<file path="src/rtl/boolean_lut_sweep_if.sv">
// boolean_lut_sweep_if: config, evaluation handshake and sweep-status signals of boolean_lut_sweep
interface boolean_lut_sweep_if #(parameter int N_IN = 4);
  logic cfg_load, cfg_bit, eval_valid, eval_ready, y_valid, y, sweep_start, sweep_busy, sweep_done;
  logic [N_IN-1:0] eval_in, minterm_idx;
  logic [N_IN:0] ones_count;
  modport master(
    output cfg_load, cfg_bit, eval_valid, eval_in, sweep_start,
    input eval_ready, y_valid, y, sweep_busy, sweep_done, minterm_idx, ones_count
  );
  modport slave(
    input cfg_load, cfg_bit, eval_valid, eval_in, sweep_start,
    output eval_ready, y_valid, y, sweep_busy, sweep_done, minterm_idx, ones_count
  );
endinterface

</file>
<file path="src/rtl/boolean_lut_sweep.sv">
// boolean_lut_sweep: shift-loaded N_IN-input truth table with 1-cycle lookup; the exhaustive
// sweep engine is built only when LUT_SWEEP_EN is defined.
module boolean_lut_sweep #(
  parameter int N_IN = 4,
  localparam int TT_W = 2**N_IN
) (
  input logic clk,
  input logic rst_n,
  boolean_lut_sweep_if.slave bus
);
  logic [TT_W-1:0] tt;
`ifdef LUT_SWEEP_EN
  typedef enum logic [1:0] {IDLE, SWEEP, DONE} state_t;
  state_t state;
  logic [N_IN-1:0] idx;
  assign bus.eval_ready = (state == IDLE) && !bus.cfg_load && !bus.sweep_start;
  // minterm 0 is issued on the start edge so results appear one cycle after sweep_start
  always_ff @(posedge clk or negedge rst_n)
    if (!rst_n) begin
      state <= IDLE;
      tt <= '0;
      idx <= '0;
      bus.y <= 1'b0;
      bus.y_valid <= 1'b0;
      bus.sweep_busy <= 1'b0;
      bus.sweep_done <= 1'b0;
      bus.minterm_idx <= '0;
      bus.ones_count <= '0;
    end else begin
      bus.y_valid <= 1'b0;
      bus.sweep_done <= 1'b0;
      case (state)
        IDLE:
          if (bus.sweep_start) begin
            state <= SWEEP;
            idx <= N_IN'(1);
            bus.y <= tt[0];
            bus.y_valid <= 1'b1;
            bus.minterm_idx <= '0;
            bus.ones_count <= (N_IN+1)'(tt[0]);
            bus.sweep_busy <= 1'b1;
          end else if (bus.cfg_load) tt <= {tt[TT_W-2:0], bus.cfg_bit};
          else if (bus.eval_valid) begin
            bus.y <= tt[bus.eval_in];
            bus.y_valid <= 1'b1;
          end
        SWEEP: begin
          bus.y <= tt[idx];
          bus.y_valid <= 1'b1;
          bus.minterm_idx <= idx;
          bus.ones_count <= bus.ones_count + (N_IN+1)'(tt[idx]);
          idx <= idx + 1'b1;
          if (&idx) state <= DONE;
        end
        DONE: begin
          bus.sweep_done <= 1'b1;
          bus.sweep_busy <= 1'b0;
          state <= IDLE;
        end
        default: state <= IDLE;
      endcase
    end
`else
  assign bus.eval_ready = !bus.cfg_load;
  assign bus.sweep_busy = 1'b0;
  assign bus.sweep_done = 1'b0;
  assign bus.minterm_idx = '0;
  assign bus.ones_count = '0;
  always_ff @(posedge clk or negedge rst_n)
    if (!rst_n) begin
      tt <= '0;
      bus.y <= 1'b0;
      bus.y_valid <= 1'b0;
    end else begin
      bus.y_valid <= 1'b0;
      if (bus.cfg_load) tt <= {tt[TT_W-2:0], bus.cfg_bit};
      else if (bus.eval_valid) begin
        bus.y <= tt[bus.eval_in];
        bus.y_valid <= 1'b1;
      end
    end
`endif
endmodule

</file>
<file path="src/flat_wrapper.sv">
// flat-port wrapper written by rule: the top's interface ports become plain ports
module boolean_lut_sweep_flat 
#(
  parameter int N_IN = 4,
  localparam int TT_W = 2**N_IN
)
  (clk, rst_n, bus_cfg_load, bus_cfg_bit, bus_eval_valid, bus_eval_in, bus_sweep_start, bus_eval_ready, bus_y_valid, bus_y, bus_sweep_busy, bus_sweep_done, bus_minterm_idx, bus_ones_count);
  boolean_lut_sweep_if #(.N_IN(N_IN)) bus_i ();
  input logic clk;
  input logic rst_n;
  input wire logic [$bits(bus_i.cfg_load)-1:0] bus_cfg_load;
  input wire logic [$bits(bus_i.cfg_bit)-1:0] bus_cfg_bit;
  input wire logic [$bits(bus_i.eval_valid)-1:0] bus_eval_valid;
  input wire logic [$bits(bus_i.eval_in)-1:0] bus_eval_in;
  input wire logic [$bits(bus_i.sweep_start)-1:0] bus_sweep_start;
  output wire logic [$bits(bus_i.eval_ready)-1:0] bus_eval_ready;
  output wire logic [$bits(bus_i.y_valid)-1:0] bus_y_valid;
  output wire logic [$bits(bus_i.y)-1:0] bus_y;
  output wire logic [$bits(bus_i.sweep_busy)-1:0] bus_sweep_busy;
  output wire logic [$bits(bus_i.sweep_done)-1:0] bus_sweep_done;
  output wire logic [$bits(bus_i.minterm_idx)-1:0] bus_minterm_idx;
  output wire logic [$bits(bus_i.ones_count)-1:0] bus_ones_count;
  assign bus_i.cfg_load = bus_cfg_load;
  assign bus_i.cfg_bit = bus_cfg_bit;
  assign bus_i.eval_valid = bus_eval_valid;
  assign bus_i.eval_in = bus_eval_in;
  assign bus_i.sweep_start = bus_sweep_start;
  assign bus_eval_ready = bus_i.eval_ready;
  assign bus_y_valid = bus_i.y_valid;
  assign bus_y = bus_i.y;
  assign bus_sweep_busy = bus_i.sweep_busy;
  assign bus_sweep_done = bus_i.sweep_done;
  assign bus_minterm_idx = bus_i.minterm_idx;
  assign bus_ones_count = bus_i.ones_count;
  boolean_lut_sweep #(.N_IN(N_IN)) u_core (.clk(clk), .rst_n(rst_n), .bus(bus_i));
endmodule
</file>
<file path="config.mk">
export PLATFORM = sky130hd
export DESIGN_NAME = boolean_lut_sweep_flat
export DESIGN_NICKNAME = d
export VERILOG_FILES = /design/src/rtl/boolean_lut_sweep_if.sv /design/src/rtl/boolean_lut_sweep.sv /design/src/flat_wrapper.sv
export SDC_FILE = /design/constraint.sdc
export NUM_CORES = 1
export LEC_CHECK = 0
export BUFFER_PORTS_ARGS = -buffer_cell sky130_fd_sc_hd__buf_2
export CORE_MARGIN = 5
export CORE_UTILIZATION = 53
export CTS_CLUSTER_SIZE = 40
export DETAILED_ROUTE_END_ITERATION = 8
export PLACE_DENSITY = 0.81
export SKIP_LAST_GASP = 1
export SLEW_MARGIN = 10
export SYNTH_ARGS = -nofsm -noshare
export SYNTH_HDL_FRONTEND = slang
export SYNTH_SLANG_ARGS = --single-unit
</file>
<file path="constraint.sdc">
create_clock -name clk -period 4.83 [get_ports clk]
set_input_delay 0.2415 -clock clk [delete_from_list [all_inputs] [get_ports clk]]
set_output_delay 0.2415 -clock clk [all_outputs]
set_load 0.01 [all_outputs]
</file>
* After elaboration in Yosys (flattened, before gate mapping)
Cells that the tools add are included.
** Storage, ports and cells
- Bits in registers :: 18
- Input bits :: 10
- Output and inout port bits :: 14
- Logic and storage cells :: 11
** Operators by class
- Magnitude comparators :: 1
- Muxes and demuxes :: 4
- Bitwise operators :: 1
- Reduce and logical (&&, ||, !) cells :: 2
** Operators with widths (count)
- $lt A4 B5 Y1 const B :: 1
- $bmux W1 S4 :: 1
- $mux W1 :: 3
- $reduce_and A2 Y1 :: 1
- $logic_not A1 Y1 :: 1
- $not A1 Y1 :: 1

* Logic depth before layout (Yosys ltp)
Gate-level depths: netlist of run 1.
- Depth in word-level cells :: 2
- Gate-level depth with buffers :: 3
- Mapped depth without buffers :: 3

* Worst setup path before layout of run 1
No wires, ideal clock.
- Kind :: register to register
- Start :: register u_core.tt[11]
- End :: register u_core.bus.y
- Setup time :: 0.125 ns
- Data arrival time :: 1.548 ns
- Data required time :: 4.705 ns
- Path slack :: 3.157 ns
- Stages on the path, launching flop included :: 4
- Buffers on the path :: 0
- Clock period less this slack :: 1.673 ns
- Path through :: dfrtp_1 -> mux4_1 -> mux4_2 -> mux2_4
** On the way
- Longest elaborated chain between the ends :: 2
** Ends and longest elaborated chain
- from (decl) :: line boolean_lut_sweep.sv:11 : logic [TT_W-1:0] tt;
- from (signal assigned) :: line boolean_lut_sweep.sv:76 : if (bus.cfg_load) tt <= {tt[TT_W-2:0], bus.cfg_bit};
- $bmux W1 S4 :: line boolean_lut_sweep.sv:78 : bus.y <= tt[bus.eval_in];
- $mux W1 (not written as such) :: line boolean_lut_sweep.sv:78
- to (signal assigned) :: line boolean_lut_sweep.sv:78
- to (decl) :: line boolean_lut_sweep_if.sv:12 : output eval_ready, y_valid, y, sweep_busy, sweep_done, minterm_idx, ones_count
Every way passes these cells. The select of a mux whose other input is x is not followed.
A chain may end at the register's enable or synchronous reset.

* Worst setup path in the final report of run 1
Same ends and word-level chain as after synthesis.

==> results of run 1 <==
area by class of cell:
| type | count | area (um2) | share of cell area [%] |
|---|---|---|---|
| Tap cell | 16 | 20.0 | 2.12 |
| Sequential cell | 18 | 450 | 47.6 |
| Timing Repair Buffer | 12 | 65.1 | 6.88 |
| Clock buffer | 4 | 36.3 | 3.84 |
| Inverter | 1 | 3.75 | 0.397 |
| Multi-Input combinational cell | 34 | 370 | 39.2 |
logic make-up (layout without fill, tap and decap cells):
| group | Yosys count | count (layout) | synth area share (%) |
|---|---|---|---|
| buffers and inverters | 14 | 17 | 10.7 |
| muxes | 22 | 22 | 36.8 |
| and+or+nand+nor | 1 | 1 | 0.714 |
| other | 1 | 11 | 0.428 |
| DFF | 18 | 18 | 51.4 |
worst max-delay path, cell delays in order (launching register included):
cell and delay [ns]:
sky130_fd_sc_hd__dfrtp_1 0.40, sky130_fd_sc_hd__mux4_1 0.51, sky130_fd_sc_hd__mux4_2 0.47, sky130_fd_sc_hd__mux2_4 0.26
routing by layer:
| metal | global-route usage [%] | up-vias | part of all wire, % |
|---|---|---|---|
| li1 | - | 205 | - |
| met1 | 13.4 | 231 | 40 |
| met2 | 18.6 | 23 | 46 |
| met3 | 5.92 | 2 | 13 |
| met4 | 3.83 | 0 | 1.5 |
| met5 | 0 | - | 0 |
cells in the final DEF, fill, tap and decap left out:
cell type | netlist | layout
sky130_fd_sc_hd__buf_2 | 0 | 11
sky130_fd_sc_hd__clkbuf_4 | 0 | 3
sky130_fd_sc_hd__clkbuf_8 | 0 | 1
sky130_fd_sc_hd__conb_1 | 1 | 11
sky130_fd_sc_hd__dfrtp_1 | 18 | 18
sky130_fd_sc_hd__dlygate4sd3_1 | 0 | 1
sky130_fd_sc_hd__inv_1 | 1 | 1
sky130_fd_sc_hd__mux2_2 | 16 | 16
sky130_fd_sc_hd__mux2_4 | 1 | 1
sky130_fd_sc_hd__mux4_1 | 4 | 4
sky130_fd_sc_hd__mux4_2 | 1 | 1
sky130_fd_sc_hd__nor2b_1 | 1 | 1
flip-flops by register name (all words and copies together) (netlist names):
| signal | flops |
|---|---|
| u_core.bus.y_valid | 1 |
| u_core.bus.y | 1 |
| u_core.tt | 16 |
cells in the mapped netlist (all sizes together):
library cell and number:
dfrtp 18, mux2 17, buf 11, mux4 5
clkbuf 2, conb 1, inv 1, nor2b 1
power by group through the flow:
stage	combinational [W]	clock [W]	sequential, W
after floorplan	0.0000941	0	0.000234
after global placement	0.000105	0	0.000243
after detailed placement	0.000110	0	0.000249
after CTS	0.000111	0.0000956	0.000245
after global routing	0.000120	0.000104	0.000254
final	0.000109	0.0000913	0.000245
how the worst min path moves through the flow:
stage | startpoint | endpoint | cells past startpoint
after floorplan | rst_n | u_core.bus.y | 0
after CTS | bus_cfg_bit | u_core.tt[0] | 2
after detailed placement | rst_n | u_core.bus.y_valid | 1
after global routing | bus_cfg_bit | u_core.tt[0] | 2
final | bus_cfg_bit | u_core.tt[0] | 2
after global placement | rst_n | u_core.bus.y_valid | 1
through the flow:
stage	cells	hold WS [ns]
floorplan	66	-0.0541
global placement	80	0.182
detailed placement	80	0.189
CTS	85	0.163
global route	85	0.160
finish	85	0.175
==> flow_summary.json, run 1 <==
{
  "crit_fanout": 3,
  "num_io_pins": 24,
  "drv.max_cap_violation_count": 0,
  "power.leakage_nw": 0.453,
  "yosysWarningCount": 0,
  "finalSetupViolCount": 0,
  "power.density_nw_per_um2": 471,
  "worstSetupStartpointType": "flip-flop",
  "sequential_fraction_of_the_synthesis_area_pct": 51.4,
  "placeableCoreArea_um2": 1540,
  "timing.critical_path.arrival_ns": 1.93,
  "totalNegativeSetupSlack_ns": 0,
  "global_route.usage.total_pct": 11.6,
  "setup.worst_path.start": "u_core.tt[11]",
  "fin_worst_skew_ns": 0.00377,
  "cts-root-buf": "sky130_fd_sc_hd__clkbuf_4",
  "final_layout_size_suffix_gt1_share_pct": 47.8,
  "grt_pass1_wl_mm": 2.26,
  "power_share_of_the_combinational_group_pct": 24.5,
  "place_ws_ns": 3.04,
  "remaining_drc_errors": 0,
  "finish.net_count": 80,
  "synth_cell_types": 10,
  "vias": 461,
  "vdd.ir_drop.worst_mv": 0.260,
  "clk_transition_reported_paths_ns": 0.10,
  "tritoncts_num_sinks": 18,
  "power.total_w": 0.000445,
  "layout_worst_path_cycle_share_pct": 35.9,
  "postLayoutSetupSlackWorst_ns": 3.10,
  "post-route-cell-area_um2": 946,
  "worst_skew_pair.late_latency_ns": 0.30,
  "drt-pass1-iter-count": 4,
  "area.growth.synth_to_final_pct": 7.85,
  "synthDominantCellAreaShare_pct": 51.4,
  "cp-endpoint": "u_core.bus.y",
  "postSynthAreaPerCell_um2": 15.7,
  "timing.critical_path.to_type": "flip-flop",
  "placement.io_buffers": 11,
  "synthesis.area_um2": 877,
  "post_cts_hold_buffers": 1,
  "power.share.switching_pct": 26.3,
  "postPlaceCellArea_um2": 900,
  "run_status": "finished clean",
  "synth.top_cells.by_area": "sky130_fd_sc_hd__dfrtp_1 (51%), sky130_fd_sc_hd__mux2_2 (21%), sky130_fd_sc_hd__mux4_1 (12%)",
  "timing.rr.start": "u_core.tt[11]",
  "global_route.overflow_total": 0,
  "ant_nets": 0,
  "dr_wl_cell_um": 15.0,
  "p_int_w": 0.000328,
  "cts-resized-gates": 0,
  "net-switching-power_w": 0.000117,
  "setup_repair_after_global_routing_missed_its_margin": "false",
  "drtIter0Drc": 3,
  "first_global_vias": 506,
  "r2r_cells": 3,
  "place_congestion": 0.659,
  "power_frac_clock_pct": 20.5,
  "cts_setup_buffers": 0,
  "initial_utilization_pct": 56.9,
  "slew_violations": 0,
  "total_of_flip_flops_plus_latches_after_synthesis": 18,
  "nFillCells": 127,
  "reg2reg_slack_ns": 3.10,
  "h-tree-depth": 1,
  "timing.critical_path.required_ns": 5.02,
  "die_w_um": 50.7,
  "core_utilization_of_the_finished_layout_pct": 61.4,
  "synthCells": 56,
  "finalHoldViolations": 0,
  "vias_per_cell": 5.42,
  "antenna-diode-count": 0,
  "cell_type_with_the_highest_aggregate_area_in_the_netlist": "sky130_fd_sc_hd__dfrtp_1",
  "postRouteWirelength_mm": 1.28,
  "grt_antenna_before_repair": 0,
  "max_clock_freq_ghz": 0.577,
  "hold_path_class": "input pin to flip-flop",
  "grt_start_max_net_pins": 19,
  "tritoncts": "done",
  "row_count": 14,
  "numCtsBuffers": 3,
  "worstReg2RegEnd": "u_core.bus.y",
  "power.sequential.fraction_pct": 55.0,
  "fp.dieArea_um2": 2570,
  "period_minus_slack_ns": 1.73,
  "die_height_um": 50.7,
  "cts_buffer_depth": 2,
  "criticalPathCategory": "flip-flop to flip-flop"
}
(Power assumes the default switching activity.)
==> inputs of run 2 (changes only) <==
ABC_AREA = 1   (was default)
CORE_UTILIZATION = 50   (was 53)
PLACE_DENSITY = 0.76   (was 0.81)
clock period = 1.8 ns   (was 4.83 ns; I/O delays follow)
==> run 2 against run 1 <==
Effect of this change:
- clock power rose to 2.7 times the previous value
- synthesized area rose by 5.3%
- register-to-register slack got worse by 2.3 ns
- sequential share of layout area fell by 2.1 points
- via count rose by 58%
==> flow_summary.json, run 2 <==
{
  "run_status": "finished clean",
  "num_io_pins": 24,
  "placement.io_buffers": 11,
  "crit_path_frequent_cell": "sky130_fd_sc_hd__nand2_1",
  "max_ffs_per_register": 16,
  "initial_utilization_pct": 52.9,
  "synthesis.area_um2": 923,
  "max_clock_freq_ghz": 0.999,
  "hpwl_mm": 1.23,
  "commonest_non_fill_non_tap_cell_in_the_layout": "sky130_fd_sc_hd__nand2_1",
  "power_frac_clock_pct": 27.3,
  "die_w_um": 53.0,
  "global_route.overflow_total": 0,
  "vdd.ir_drop.worst_mv": 0.557,
  "yosys.area_share.xor_xnor_pct": 0,
  "biggestRegsByFlops": "u_core.tt: 16 flops, u_core.bus.y: 1 flops, u_core.bus.y_valid: 1 flops",
  "antenna-diode-count": 0,
  "ant_nets": 0,
  "cts_buffer_depth": 2,
  "synth_top_flop_cell": "sky130_fd_sc_hd__dfrtp_1",
  "timing.critical_path.to_type": "flip-flop",
  "total_of_flip_flops_plus_latches_after_synthesis": 18,
  "timing.critical_path.arrival_ns": 1.20,
  "grt_pass1_wl_mm": 2.94,
  "worst_hold_startpoint": "bus_cfg_bit",
  "tritoncts_num_sinks": 18,
  "post-route-cell-area_um2": 990,
  "drv.max_cap_violation_count": 0,
  "synth-simple-area-share_pct": 25.9,
  "setup.worst_path.start": "u_core.tt[9]",
  "cts-root-buf": "sky130_fd_sc_hd__clkbuf_4",
  "drtIter0Drc": 14,
  "global_route.usage.total_pct": 14.5,
  "net-switching-power_w": 0.000263,
  "final_layout_size_suffix_gt1_share_pct": 15.5,
  "place_congestion": 0.851,
  "finalSetupViolCount": 0,
  "async_reset_ff_share_pct": 100,
  "setup_repair_after_global_routing_missed_its_margin": "false",
  "area.growth.synth_to_final_pct": 7.18,
  "placeableCoreArea_um2": 1750,
  "worst_skew_pair.late_latency_ns": 0.29,
  "synth.top_cells.by_area": "sky130_fd_sc_hd__dfrtp_1 (49%), sky130_fd_sc_hd__nand2_1 (17%), sky130_fd_sc_hd__buf_4 (8.9%)",
  "muxShareOfSynthArea_pct": 0,
  "crit_path_cell_trace": "nand2_1, nand3_1, nand3_2, nand2_1, nand2_1, nand2_1, nand2_1, nand2_1",
  "postSynthAreaPerCell_um2": 7.89,
  "share_of_synthesized_cell_area_in_full_adder_half_adder_and_majority_cells_pct": 0,
  "crit_fanout": 3,
  "yosysWarningCount": 0,
  "synth_compound_gate_area_share_pct": 7.59,
  "synth.cells.most_frequent": "sky130_fd_sc_hd__nand2_1 (43), sky130_fd_sc_hd__dfrtp_1 (18), sky130_fd_sc_hd__buf_4 (11), sky130_fd_sc_hd__inv_1 (11), sky130_fd_sc_hd__nand3_1 (11)",
  "power.density_nw_per_um2": 915,
  "p_int_w": 0.000642,
  "hold_slack_ns": 0.0213,
  "synth_cell_types": 14,
  "clk_transition_reported_paths_ns": 0.11,
  "fin_worst_skew_ns": 0.00723,
  "drt-pass1-iter-count": 4,
  "hold_path_class": "input pin to flip-flop",
  "sequential_fraction_of_the_synthesis_area_pct": 48.8,
  "synthDominantCellAreaShare_pct": 48.8,
  "cell_type_with_the_highest_aggregate_area_in_the_netlist": "sky130_fd_sc_hd__dfrtp_1",
  "core_utilization_of_the_finished_layout_pct": 56.7,
  "first_global_vias": 673,
  "timing.rr.start": "u_core.tt[9]",
  "synth_edf_count": 0,
  "vias_per_cell": 4.73,
  "slew_violations": 0,
  "tritoncts": "done",
  "layout_worst_path_cycle_share_pct": 55.6,
  "crit_buf_inv": 0,
  "criticalPathCategory": "flip-flop to flip-flop",
  "multi_input_comb_area_um2": 350,
  "postRouteWirelength_mm": 1.68,
  "power.leakage_nw": 0.526,
  "totalNegativeSetupSlack_ns": 0,
  "row_count": 15,
  "worst_path_dominant_cell_family": "simple AND/OR/NAND/NOR gates",
  "seq_area_um2": 450,
  "cpPeakStageDelay_ns": 0.41,
  "timing.critical_path.required_ns": 2.00,
  "numCtsBuffers": 3,
  "power.share.switching_pct": 29.0,
  "power_share_of_the_combinational_group_pct": 17.4,
  "cts_setup_buffers": 0,
  "register_name_with_the_most_flops": "u_core.tt",
  "vias": 729,
  "postPlaceCellArea_um2": 943,
  "finalHoldViolations": 0,
  "grt_start_max_net_pins": 19,
  "max_stage_delay_cell_worst_path": "sky130_fd_sc_hd__dfrtp_1",
  "h-tree-depth": 1,
  "library_cell_with_the_highest_instance_count_after_synthesis": "sky130_fd_sc_hd__nand2_1",
  "finish.net_count": 140,
  "period_minus_slack_ns": 1.00,
  "synth_top_family_by_area": "simple AND/OR/NAND/NOR gates",
  "remaining_drc_errors": 0,
  "power.sequential.fraction_pct": 55.3,
  "die_height_um": 53.0,
  "most-common-layout-cells": "sky130_fd_sc_hd__nand2_1 (43), sky130_fd_sc_hd__dfrtp_1 (18)",
  "fp.dieArea_um2": 2810,
  "nFillCells": 174,
  "dr_wl_cell_um": 10.9,
  "grt_antenna_before_repair": 0,
  "worstSetupStartpointType": "flip-flop",
  "synthCells": 117
}
run 2: per-stage QoR:
stage          cells  power, W  setup WS, ns
5_1_grt          154  0.000968         0.666
3_3_place_gp     149  0.000657         0.835
3_5_place_dp     149  0.000665         0.810
6_report         154  0.000905         0.799
2_1_floorplan    127  0.000631         0.901
4_1_cts          154  0.000910         0.793
run 2: worst paths after layout:
check                                      to  slack (ns)  cells after the start
worst max-delay path             u_core.bus.y        0.80                      8
worst min-delay path             u_core.tt[0]        0.02                      3
worst max register to register   u_core.bus.y        0.80                      8
worst min register to register  u_core.tt[15]        0.49                      2
max in group asynchronous        u_core.tt[4]        1.27                      2
min in group asynchronous        u_core.tt[9]        0.24                      2
run 2: logic make-up after synthesis:
family                 Yosys count
AO/OA/AOI/OAI                   14
AND/OR/NAND/NOR                 57
buffers and inverters           27
flip-flops                      18
other                            1
run 2: layout make-up:
| class | count | share of cell area, % |
|---|---|---|
| clock buffer | 4 | 3.67 |
| inverter | 13 | 5.69 |
| multi-input combinational | 82 | 35.4 |
| sequential | 18 | 45.5 |
| tap | 25 | 3.16 |
| timing repair buffer | 12 | 6.57 |
run 2: layer usage:
metal | up-vias | GRT usage [%] | routed length [um]
met4 | 0 | 6.38 | 17
met5 | - | 0 | 0
met1 | 332 | 18.3 | 762
met3 | 2 | 3.38 | 113
met2 | 28 | 23.6 | 783
li1 | 367 | - | -
run 2: timing repair:
item                                    in CTS  in global routing
endpoints found under the setup margin       0                  0
resized for setup                            0                  0
hold buffers                                 1                  0
endpoints found under the hold margin       18                  0
run 2: power groups by stage:
stage	clock, W	combinational, W	sequential (W)
finish	0.000248	0.000157	0.000500
global route	0.000274	0.000186	0.000508
CTS	0.000251	0.000159	0.000500
detailed placement	0	0.000157	0.000508
global placement	0	0.000150	0.000506
floorplan	0	0.000130	0.000501
run 2: worst register-to-register path: cells and delay by family, from the launching register on:
family	cells	cell delay, ns
flops	1	0.41
simple gates	8	0.50
==> inputs of run 3 (changes only) <==
clock period = 0.98 ns   (was 1.8 ns; I/O delays follow)
==> run 3 against run 2 <==
Effect of this change:
- register-to-register slack worse by 0.79 ns
- fmax up 2.7%
- worst setup slack worse by 0.79 ns
- hold slack improved by 0.043 ns
- first-iteration DRC count is 64% higher
- combinational power rose to 2.8 times the previous value
- clock skew down 0.0066 ns
- critical path type unchanged
- largest power group unchanged
==> flow_summary.json, run 3 (synthesized netlist as in run 2, its figures left out) <==
{
  "run_status": "finished clean",
  "biggestRegsByFlops": "u_core.tt: 16 flops, u_core.bus.y: 1 flops, u_core.bus.y_valid: 1 flops",
  "placement.io_buffers": 11,
  "grt_pass1_wl_mm": 3.27,
  "dr_wl_cell_um": 10.7,
  "hpwl_mm": 1.25,
  "vias": 777,
  "net-switching-power_w": 0.000511,
  "crit_buf_inv": 3,
  "cts-root-buf": "sky130_fd_sc_hd__clkbuf_4",
  "drt-pass1-iter-count": 4,
  "layout_worst_path_cycle_share_pct": 99.4,
  "power_share_of_the_combinational_group_pct": 24.3,
  "drtIter0Drc": 23,
  "global_route.overflow_total": 0,
  "tritoncts": "done",
  "timing.critical_path.arrival_ns": 1.16,
  "finalSetupViolCount": 0,
  "fin_worst_skew_ns": 0.000601,
  "remaining_drc_errors": 0,
  "numCtsBuffers": 3,
  "cts_buffer_depth": 2,
  "hold_slack_ns": 0.0645,
  "power.total_w": 0.00180,
  "register_name_with_the_most_flops": "u_core.tt",
  "p_int_w": 0.00129,
  "dp.cells": 155,
  "hold_path_class": "input pin to flip-flop",
  "tritoncts_num_sinks": 18,
  "die_height_um": 53.0,
  "area.growth.synth_to_final_pct": 22.4,
  "drv.max_cap_violation_count": 0,
  "power_frac_clock_pct": 25.2,
  "max_clock_freq_ghz": 1.03,
  "vias_per_cell": 4.57,
  "h-tree-depth": 1,
  "criticalPathCategory": "flip-flop to flip-flop",
  "postRouteWirelength_mm": 1.82,
  "power.leakage_nw": 0.614,
  "most-common-layout-cells": "sky130_fd_sc_hd__nand2_1 (43), sky130_fd_sc_hd__dfrtp_1 (18), sky130_fd_sc_hd__buf_4 (14)",
  "timing.critical_path.to_type": "flip-flop",
  "final-instance-count-excl-fill": 170,
  "num_io_pins": 24,
  "antenna-diode-count": 0,
  "crit_path_cell_trace": "buf_4, buf_4, buf_4, nand2_1, o21ai_1",
  "clk_transition_reported_paths_ns": 0.10,
  "power.share.switching_pct": 28.4,
  "finalHoldViolations": 0,
  "grt_start_max_net_pins": 19,
  "placeableCoreArea_um2": 1750,
  "crit_path_frequent_cell": "sky130_fd_sc_hd__buf_4",
  "max_ffs_per_register": 16,
  "power.density_nw_per_um2": 1590,
  "timing.critical_path.required_ns": 1.16,
  "slew_violations": 0,
  "cpPeakStageDelay_ns": 0.39,
  "first_global_vias": 753,
  "worstSetupStartpointType": "flip-flop",
  "die_w_um": 53.0,
  "setup_repair_after_global_routing_missed_its_margin": "true",
  "vdd.ir_drop.worst_mv": 0.890,
  "row_count": 15,
  "worst_path_dominant_cell_family": "flip-flops",
  "finish.net_count": 156,
  "ant_nets": 0,
  "place_congestion": 0.830,
  "grt_antenna_before_repair": 0,
  "fp.dieArea_um2": 2810,
  "crit_fanout": 2,
  "final_layout_size_suffix_gt1_share_pct": 25.5,
  "global_route.usage.total_pct": 16.2,
  "commonest_non_fill_non_tap_cell_in_the_layout": "sky130_fd_sc_hd__nand2_1",
  "power.sequential.fraction_pct": 50.5,
  "period_minus_slack_ns": 0.975,
  "worst_skew_pair.late_latency_ns": 0.29,
  "initial_utilization_pct": 52.9,
  "totalNegativeSetupSlack_ns": 0,
  "max_stage_delay_cell_worst_path": "sky130_fd_sc_hd__dfrtp_1"
}
## run 3: cell types whose count changed in the layout (fill, tap and decap cells not counted)
cell / change
sky130_fd_sc_hd__buf_4: +14
sky130_fd_sc_hd__dlygate4sd3_1: +2
sky130_fd_sc_hd__nand3_1: -3
sky130_fd_sc_hd__nand3_2: +3
## run 3: layout make-up
cell class / instances / area, um2
Sequential cell: 18 / 450
Fill cell: 158 / 616
Timing Repair Buffer: 28 / 190
Inverter: 13 / 56.3
Clock buffer: 4 / 36.3
Multi-Input combinational cell: 82 / 365
Tap cell: 25 / 31.3
## run 3: layer usage
layer	vias up	wire length (um)	global-route usage, %
li1	397	-	-
met1	354	777	19.5
met2	19	896	26.7
met3	7	103	3.94
met4	0	46	8.09
met5	-	0	0
## run 3: path summary, 6_finish.rpt
path | start | end | slack (ns) | cells past startpoint
max reg2reg | u_core.tt[7] | u_core.tt[7] | 0.005 | 5
max in group asynchronous | rst_n | u_core.tt[14] | 0.50 | 2
max | u_core.tt[7] | u_core.tt[7] | 0.005 | 5
min in group asynchronous | rst_n | u_core.tt[6] | 0.20 | 2
min | bus_eval_in[3] | u_core.bus.y | 0.06 | 5
min reg2reg | u_core.bus.y | u_core.bus.y | 0.49 | 2
## run 3: metrics by stage
step | utilization (%) | instance area, um2 | setup WS (ns)
floorplan | - | 961 | 0.0805
global placement | 56.6 | 988 | 0.0350
detailed placement | 56.6 | 988 | 0.0282
CTS | 61.7 | 1080 | -0.00888
global route | 64.7 | 1130 | -0.0842
finish | 64.7 | 1130 | 0.00542
## run 3: power by group through the flow
stage | sequential [W] | combinational [W] | clock (W)
detailed placement | 0.000927 | 0.000341 | 0
global placement | 0.000922 | 0.000330 | 0
floorplan | 0.000920 | 0.000239 | 0
CTS | 0.000912 | 0.000382 | 0.000467
finish | 0.000908 | 0.000436 | 0.000452
global route | 0.000920 | 0.000496 | 0.000514
## run 3: worst register-to-register path, stage by stage, from the launching register on
cell and delay (ns):
sky130_fd_sc_hd__dfrtp_1 0.39, sky130_fd_sc_hd__buf_4 0.13, sky130_fd_sc_hd__buf_4 0.12, sky130_fd_sc_hd__buf_4 0.12, sky130_fd_sc_hd__nand2_1 0.05, sky130_fd_sc_hd__o21ai_1 0.05
## run 3: timing repair
item                                    4_1_cts  5_1_grt
pin swaps                                     5        6
endpoints found under the setup margin        1        1
setup buffers                                 3        5
gates resized for setup                       0        3
hold buffers                                  3        0
hold endpoints to repair                     20        0
